===== config.mk =====
export PLATFORM = sky130hd
export DESIGN_NAME = adder_issue_flat
export DESIGN_NICKNAME = d
export VERILOG_FILES = /design/src/rtl/adder_issue_if.sv /design/src/rtl/adder_issue.sv /design/src/flat_wrapper.sv
export SDC_FILE = /design/constraint.sdc
export NUM_CORES = 1
export LEC_CHECK = 0
export CORE_ASPECT_RATIO = 1.5
export CORE_UTILIZATION = 35
export CTS_CLUSTER_SIZE = 40
export DETAILED_ROUTE_END_ITERATION = 16
export MAX_ROUTING_LAYER = met4
export PLACE_DENSITY = 0.79
export SYNTH_ARGS = -nofsm -noshare
export SYNTH_HDL_FRONTEND = slang
export SYNTH_SLANG_ARGS = --single-unit

===== constraint.sdc =====
create_clock -name clk -period 1.3 [get_ports clk]
set_input_delay 0.39 -clock clk [delete_from_list [all_inputs] [get_ports clk]]
set_output_delay 0.39 -clock clk [all_outputs]
set_load 0.02 [all_outputs]

===== src/rtl/adder_issue_if.sv =====
// -----------------------------------------------------------------------------
// adder_issue_pkg / adder_issue_if
//
// Purpose:
//   adder_issue_pkg : operation encoding shared by the issue stage and the
//                     multi-cycle adder (adder3).
//   adder_issue_if  : request/response bundle between the microcode sequencer
//                     (master) and the adder issue stage (slave).
//
// Interface signals:
//   req_valid  / req_ready   request handshake (transfer when both are high)
//   req_op, req_a, req_b     operation and operands
//   req_tag                  opaque tag (destination register index)
//   resp_valid / resp_ready  response handshake
//   resp_data                captured adder result
//   resp_cond                compare outcome (0 for ADD/SUB)
//   resp_tag                 tag of the response
// -----------------------------------------------------------------------------
package adder_issue_pkg;

  typedef enum logic [2:0] {
    ADDER_ADD,
    ADDER_SUB,
    ADDER_EQ,
    ADDER_NE,
    ADDER_LT,
    ADDER_GE,
    ADDER_LTU,
    ADDER_GEU
  } adder_op_t;

endpackage

interface adder_issue_if #(
  parameter int WIDTH = 32,
  parameter int TAGW  = 5
);
  import adder_issue_pkg::*;

  logic             req_valid;
  logic             req_ready;
  adder_op_t        req_op;
  logic [WIDTH-1:0] req_a;
  logic [WIDTH-1:0] req_b;
  logic [TAGW-1:0]  req_tag;

  logic             resp_valid;
  logic             resp_ready;
  logic [WIDTH-1:0] resp_data;
  logic             resp_cond;
  logic [TAGW-1:0]  resp_tag;

  // Sequencer side: issues requests, consumes responses.
  modport master (
    output req_valid, req_op, req_a, req_b, req_tag, resp_ready,
    input  req_ready, resp_valid, resp_data, resp_cond, resp_tag
  );

  // Issue-stage side.
  modport slave (
    input  req_valid, req_op, req_a, req_b, req_tag, resp_ready,
    output req_ready, resp_valid, resp_data, resp_cond, resp_tag
  );

endinterface


===== src/rtl/adder_issue.sv =====
// -----------------------------------------------------------------------------
// adder_issue
//
// Purpose:
//   Issue/collect stage in front of the multi-cycle adder. Accepts one request,
//   holds its operands on the adder inputs while the adder iterates, captures
//   the result into a one-entry response buffer, and survives flush without
//   desynchronising the adder's internal cycle counter.
//
// Ports:
//   clk          clock
//   rst          synchronous active-high reset (shared with the adder)
//   flush        discard any in-flight or buffered operation
//   bus          adder_issue_if.slave : request / response handshakes
//   adder_start  one-cycle start pulse to the adder
//   adder_op     latched operation
//   adder_src_a  latched operand A (stable from start through done)
//   adder_src_b  latched operand B (stable from start through done)
//   adder_out    adder result; compares return {0..0, cond}
//   adder_done   adder completion (combinational in the adder)
//
// Configuration:
//   ADDER_ISSUE_PIPE_EN  when defined, a request may be accepted in the same
//                        cycle the buffered response is consumed, giving one
//                        op per NCYC+1 cycles instead of NCYC+2.
// -----------------------------------------------------------------------------
module adder_issue
  import adder_issue_pkg::*;
#(
  parameter int WIDTH = 32,
  parameter int TAGW  = 5
) (
  input  logic             clk,
  input  logic             rst,
  input  logic             flush,
  adder_issue_if.slave     bus,
  output logic             adder_start,
  output adder_op_t        adder_op,
  output logic [WIDTH-1:0] adder_src_a,
  output logic [WIDTH-1:0] adder_src_b,
  input  logic [WIDTH-1:0] adder_out,
  input  logic             adder_done
);

  typedef enum logic [2:0] {
    S_IDLE,
    S_START,
    S_WAIT,
    S_RESP,
    S_DRAIN
  } state_t;

  state_t           state_q;
  logic             req_ready_q;
  logic             resp_valid_q;
  logic             adder_start_q;
  logic             resp_cond_q;
  logic [WIDTH-1:0] resp_data_q;
  adder_op_t        op_q;
  logic [WIDTH-1:0] a_q;
  logic [WIDTH-1:0] b_q;
  logic [TAGW-1:0]  tag_q;

  logic resp_hs;
  logic accept;
  logic is_cmp;

  // Response consumed this cycle; flush takes priority over the consumer.
  assign resp_hs = resp_valid_q && bus.resp_ready && !flush;

  // Ready is gated by flush so that valid && ready is always a real transfer.
`ifdef ADDER_ISSUE_PIPE_EN
  assign bus.req_ready = !flush && (req_ready_q || resp_hs);
`else
  assign bus.req_ready = !flush && req_ready_q;
`endif

  assign accept = bus.req_valid && bus.req_ready;
  assign is_cmp = (op_q != ADDER_ADD) && (op_q != ADDER_SUB);

  // Operand/tag latch: changes only on acceptance so the adder inputs stay
  // stable for the whole iteration, including a drain after flush.
  // NOTE: reset is sampled inside the clocked block (synchronous), and every
  // state register uses <= so all flops update from pre-edge values.
  always_ff @(posedge clk) begin
    if (rst) begin
      op_q  <= ADDER_ADD;
      a_q   <= '0;
      b_q   <= '0;
      tag_q <= '0;
    end else if (accept) begin
      op_q  <= bus.req_op;
      a_q   <= bus.req_a;
      b_q   <= bus.req_b;
      tag_q <= bus.req_tag;
    end
  end

  // Control FSM with registered outputs.
  always_ff @(posedge clk) begin
    if (rst) begin
      state_q       <= S_IDLE;
      req_ready_q   <= 1'b1;
      resp_valid_q  <= 1'b0;
      adder_start_q <= 1'b0;
      resp_data_q   <= '0;
      resp_cond_q   <= 1'b0;
    end else begin
      // NOTE: default-low here makes adder_start a single-cycle pulse without
      // having to clear it explicitly in every branch.
      adder_start_q <= 1'b0;
      case (state_q)
        S_IDLE: begin
          if (accept) begin
            state_q       <= S_START;
            adder_start_q <= 1'b1;
            req_ready_q   <= 1'b0;
          end
        end

        // adder_done is a completion only while an operation is in flight.
        S_START, S_WAIT: begin
          if (flush) begin
            if (adder_done) begin
              state_q     <= S_IDLE;
              req_ready_q <= 1'b1;
            end else begin
              // Adder still counting: let it finish so its sequencing stays
              // aligned with ours.
              state_q <= S_DRAIN;
            end
          end else if (adder_done) begin
            resp_data_q  <= adder_out;
            resp_cond_q  <= is_cmp && adder_out[0];
            resp_valid_q <= 1'b1;
            state_q      <= S_RESP;
          end else begin
            state_q <= S_WAIT;
          end
        end

        S_RESP: begin
          if (flush || resp_hs) begin
            resp_valid_q <= 1'b0;
            if (accept) begin
              // Only reachable with the pipelined handshake enabled.
              state_q       <= S_START;
              adder_start_q <= 1'b1;
            end else begin
              state_q     <= S_IDLE;
              req_ready_q <= 1'b1;
            end
          end
        end

        // Result of a flushed operation is discarded.
        S_DRAIN: begin
          if (adder_done) begin
            state_q     <= S_IDLE;
            req_ready_q <= 1'b1;
          end
        end

        default: begin
          state_q      <= S_IDLE;
          req_ready_q  <= 1'b1;
          resp_valid_q <= 1'b0;
        end
      endcase
    end
  end

  assign adder_start    = adder_start_q;
  assign adder_op       = op_q;
  assign adder_src_a    = a_q;
  assign adder_src_b    = b_q;

  assign bus.resp_valid = resp_valid_q;
  assign bus.resp_data  = resp_data_q;
  assign bus.resp_cond  = resp_cond_q;
  // Tag register only reloads on acceptance, which never overlaps a pending
  // response, so it doubles as the response tag.
  assign bus.resp_tag   = tag_q;

endmodule


===== src/flat_wrapper.sv =====
// flat-port wrapper written by rule: the top's interface ports become plain ports
module adder_issue_flat import adder_issue_pkg::*;
#(
  parameter int WIDTH = 32,
  parameter int TAGW  = 5
)
  (clk, rst, flush, adder_start, adder_op, adder_src_a, adder_src_b, adder_out, adder_done, bus_req_valid, bus_req_op, bus_req_a, bus_req_b, bus_req_tag, bus_resp_ready, bus_req_ready, bus_resp_valid, bus_resp_data, bus_resp_cond, bus_resp_tag);
  adder_issue_if #(.WIDTH(WIDTH), .TAGW(TAGW)) bus_i ();
  input  logic clk;
  input  logic rst;
  input  logic flush;
  output logic adder_start;
  output adder_op_t adder_op;
  output logic [WIDTH-1:0] adder_src_a;
  output logic [WIDTH-1:0] adder_src_b;
  input  logic [WIDTH-1:0] adder_out;
  input  logic adder_done;
  input wire logic [$bits(bus_i.req_valid)-1:0] bus_req_valid;
  input wire logic [$bits(bus_i.req_op)-1:0] bus_req_op;
  input wire logic [$bits(bus_i.req_a)-1:0] bus_req_a;
  input wire logic [$bits(bus_i.req_b)-1:0] bus_req_b;
  input wire logic [$bits(bus_i.req_tag)-1:0] bus_req_tag;
  input wire logic [$bits(bus_i.resp_ready)-1:0] bus_resp_ready;
  output wire logic [$bits(bus_i.req_ready)-1:0] bus_req_ready;
  output wire logic [$bits(bus_i.resp_valid)-1:0] bus_resp_valid;
  output wire logic [$bits(bus_i.resp_data)-1:0] bus_resp_data;
  output wire logic [$bits(bus_i.resp_cond)-1:0] bus_resp_cond;
  output wire logic [$bits(bus_i.resp_tag)-1:0] bus_resp_tag;
  assign bus_i.req_valid = bus_req_valid;
  assign bus_i.req_op = bus_req_op;
  assign bus_i.req_a = bus_req_a;
  assign bus_i.req_b = bus_req_b;
  assign bus_i.req_tag = bus_req_tag;
  assign bus_i.resp_ready = bus_resp_ready;
  assign bus_req_ready = bus_i.req_ready;
  assign bus_resp_valid = bus_i.resp_valid;
  assign bus_resp_data = bus_i.resp_data;
  assign bus_resp_cond = bus_i.resp_cond;
  assign bus_resp_tag = bus_i.resp_tag;
  adder_issue #(.WIDTH(WIDTH), .TAGW(TAGW)) u_core (.clk(clk), .rst(rst), .flush(flush), .bus(bus_i), .adder_start(adder_start), .adder_op(adder_op), .adder_src_a(adder_src_a), .adder_src_b(adder_src_b), .adder_out(adder_out), .adder_done(adder_done));
endmodule

==> run_results.csv <==
group,metric,value,unit
status,status,"finished, violations left",
status,violations,"setup timing",
route,routedWlPerCell,15.7,um
power_and_ir_drop,ir_drop,0.00102,V
sta,post-route-min-period,1.38,ns
grt,antenna_found_initial,3,
clocking,cts_buffers,9,
min_path,min_to,"u_core.adder_src_a[31]",
critical_path,slowest_stage,"dfxtp_4",
logic_synthesis,synth_cell_type_count,28,
critical_path,cp.arrival,1.61,ns
placement,dp_hpwl,9190,um
route,drc,0,
final_layout,fin_cells,899,
run,drv_cap,0,
sta,finalSetupViolations,39,
critical_path,cp_max_fo,5,
logic_synthesis,ys_seq_area_share,55.6,%
floorplanning,rows,47,
logic_synthesis,ys_warn_count,0,
critical_path,r2r-start,"u_core.state_q[0]",
critical_path,cp_top_family,"simple AND/OR/NAND/NOR gates",
sta,tightestPinTransition,0.312,ns
critical_path,critPathMaxStageDelay,0.37,ns
sta,fmax,0.723,GHz
floorplanning,core_area,11100,sq um
placement,place_congestion,0.831,
final_layout,area_growth,74.0,%
sta,setup_ws,-0.0836,ns
min_path,min_from,"rst",
floorplanning,fp.dieArea,11900,sq um
critical_path,cp_cell_sequence,"buf_6, or2_4, or3_4, a21oi_1, mux2i_1",
route,via_per_inst,4.94,
floorplanning,die_w,89.3,um
route,ant_nets,0,
route,vias,4441,
sta,fin_crit_sh,106,%
sta,clock_skew,0.00570,ns
final_layout,finish.utilization,63.0,%
min_path,hold_class,"input pin to flip-flop",
clocking,cts_tree,"done",
power_and_ir_drop,p_per_area,1430,nW/um^2
final_layout,fin_nets,854,
min_path,hold_path_depth,2,
placement,preCtsSetupSlack,-0.758,ns
critical_path,path_class,"flip-flop to flip-flop",
logic_synthesis,synth_nets,621,
critical_path,path_buf_inv,1,
route,routed_wl,14100,um
route,drt_iter0_markers,128,
placement,portBuffers,217,
clocking,h-tree-depth,3,
sta,maxSlewViolCount,0,
grt,global_route.usage.total,21.6,%
final_layout,drive_gt1_share,33.4,%
grt,gr-total-overflow,0,
logic_synthesis,synth_area_per_cell,7.83,sq um
clocking,clk_latency,0.34,ns
route,first_pass_iters,4,
floorplanning,start_util,36.2,%
sta,rsz0062_at_grt,"yes",
critical_path,cp-end-kind,"flip-flop",
critical_path,cp-start-kind,"flip-flop",
floorplanning,ios,218,
floorplanning,die_h,133,um
power_and_ir_drop,p_total,9.94,mW
grt,grt_pass1_wl,19200,um
critical_path,r2r_cells,5,
clocking,cts_root_buf,"clkbuf_16",
clocking,clkTransAtPathRegs,0.07,ns
grt,grt_pass1_vias,4073,
sta,hold_violations,0,
sta,whs,0.391,ns
logic_synthesis,syn_area,4000,sq um
placement,dpl.cell_count,867,
power_and_ir_drop,p_leak,2.98,nW
sta,maxSlewHeadroom,79.1,%
logic_synthesis,synth-seq-cells,111,
final_layout,fillers,954,
critical_path,rr_endpoint,"u_core.req_ready_q",
clocking,cts.sinks,111,
critical_path,reg2reg_slack,-0.08,ns
logic_synthesis,netlist_instances,511,
critical_path,critPathRequiredTime,1.53,ns
grt,grt_max_degree,42,
clocking,hold_buffers,0,
clocking,clockBufferDepth,2,
[worst max-delay path by stage]
stage                             from                endpoint  cells after the start
finish               u_core.state_q[0]      u_core.req_ready_q                      5
global route        u_core.req_ready_q  u_core.adder_src_a[20]                      6
CTS                 u_core.req_ready_q           bus_req_ready                      2
detailed placement               flush       u_core.state_q[0]                      6
global placement                 flush           bus_req_ready                      3
floorplan            u_core.state_q[2]       u_core.state_q[2]                      4
[per-layer routing]
layer	share of wire [%]	track usage [%]	vias up
met1	36	22.1	2081
met5	0	-	-
met3	7.1	5.49	35
met2	54	37.8	191
met4	3.0	9.52	0
li1	-	-	2134
[worst register-to-register path, delay by kind of cell, from the launching register on]
kind / cells / cell delay, ns
simple gates: 2 / 0.57
flops: 1 / 0.37
buf+inv: 1 / 0.13
compound gates: 1 / 0.13
mux: 1 / 0.08
[sequential cells by signal (all words and copies together), names as in the netlist]
| register | flops |
|---|---|
| u_core.bus.resp_data | 32 |
| u_core.req_ready_q | 1 |
| u_core.adder_op | 3 |
| u_core.adder_src_a | 32 |
| u_core.bus.resp_tag | 5 |
| u_core.adder_src_b | 32 |
| u_core.state_q | 3 |
| u_core.bus.resp_valid | 1 |
| u_core.adder_start | 1 |
| u_core.bus.resp_cond | 1 |
[through the flow]
step	area, sq um	TNS [ns]
floorplan	4030	-0.00208
global placement	6520	-67.21
detailed placement	6520	-72.44
CTS	6390	-0.261
global route	6960	-4.81
finish	6960	-1.04
[synthesized netlist by cell type, drive strengths merged]
cell	count	area [sq um]
a2111oi	1	15.0
a211oi	3	22.5
a21boi	1	7.51
a21oi	112	561
a311o	1	10.0
a31o	1	8.76
a31oi	1	6.26
and3	2	12.5
and3b	1	8.76
buf	20	100
clkbuf	19	71.3
dfxtp	111	2220
inv	2	7.51
mux2i	2	20.0
nand2	214	803
nand2b	1	6.26
nand3	3	15.0
nor2	4	15.0
nor2b	1	6.26
nor4	1	6.26
nor4b	1	8.76
o211ai	2	15.0
o21ai	2	10.0
o221a	1	11.3
or2	1	6.26
or3	1	6.26
or3b	1	8.76
xor2	1	8.76
[timing repair]
item	in CTS	in global routing
pin swaps	8	53
gates resized for setup	464	95
setup buffers	2	3
endpoints found under the setup margin	219	97
gates cloned	0	8
[kinds of logic after synthesis]
group	Yosys count	share of synthesized area (%)
AO/OA/AOI/OAI	125	16.7
flip-flops	111	55.6
multiplexers	2	0.500
XOR/XNOR	1	0.219
AND/OR/NAND/NOR	231	22.6
buffers and inverters	41	4.47
[report_power, final]
part           total (mW)  internal [mW]  switching (mW)
logic                3.24           1.56            1.68
clock network        2.77           1.56            1.21
registers            3.92           3.73           0.194
[layout by cell type, fill, tap and decap left out, types with 2 or more instances in the layout]
cell | Yosys | layout
inv_1 | 2 | 2
dfxtp_4 | 0 | 2
nor2_2 | 0 | 2
nand2_4 | 0 | 25
nand2_1 | 214 | 187
o211ai_1 | 2 | 2
mux2i_1 | 2 | 2
dlygate4sd2_1 | 0 | 3
nand3_1 | 3 | 2
a21oi_1 | 112 | 76
o21ai_0 | 2 | 2
clkbuf_1 | 19 | 2
dfxtp_1 | 111 | 108
clkinvlp_4 | 0 | 2
clkbuf_16 | 0 | 15
nor2_1 | 4 | 2
diode_2 | 0 | 3
nand2_2 | 0 | 2
buf_2 | 20 | 106
buf_4 | 0 | 24
clkdlybuf4s50_1 | 0 | 104
buf_12 | 0 | 8
a211oi_1 | 3 | 2
buf_6 | 0 | 10
a21oi_2 | 0 | 36
[layout make-up]
| cell class | count | area, sq um | share of cell area [%] |
|---|---|---|---|
| Antenna cell | 3 | 7.51 | 0.108 |
| Tap cell | 147 | 184 | 2.64 |
| Inverter | 2 | 7.51 | 0.108 |
| Timing Repair Buffer | 261 | 2200 | 31.6 |
| Clock buffer | 12 | 246 | 3.54 |
| Clock inverter | 4 | 53.8 | 0.773 |
| Sequential cell | 111 | 2230 | 32.1 |
| Multi-Input combinational cell | 359 | 2030 | 29.2 |
Power figures use the tool's default switching activity.
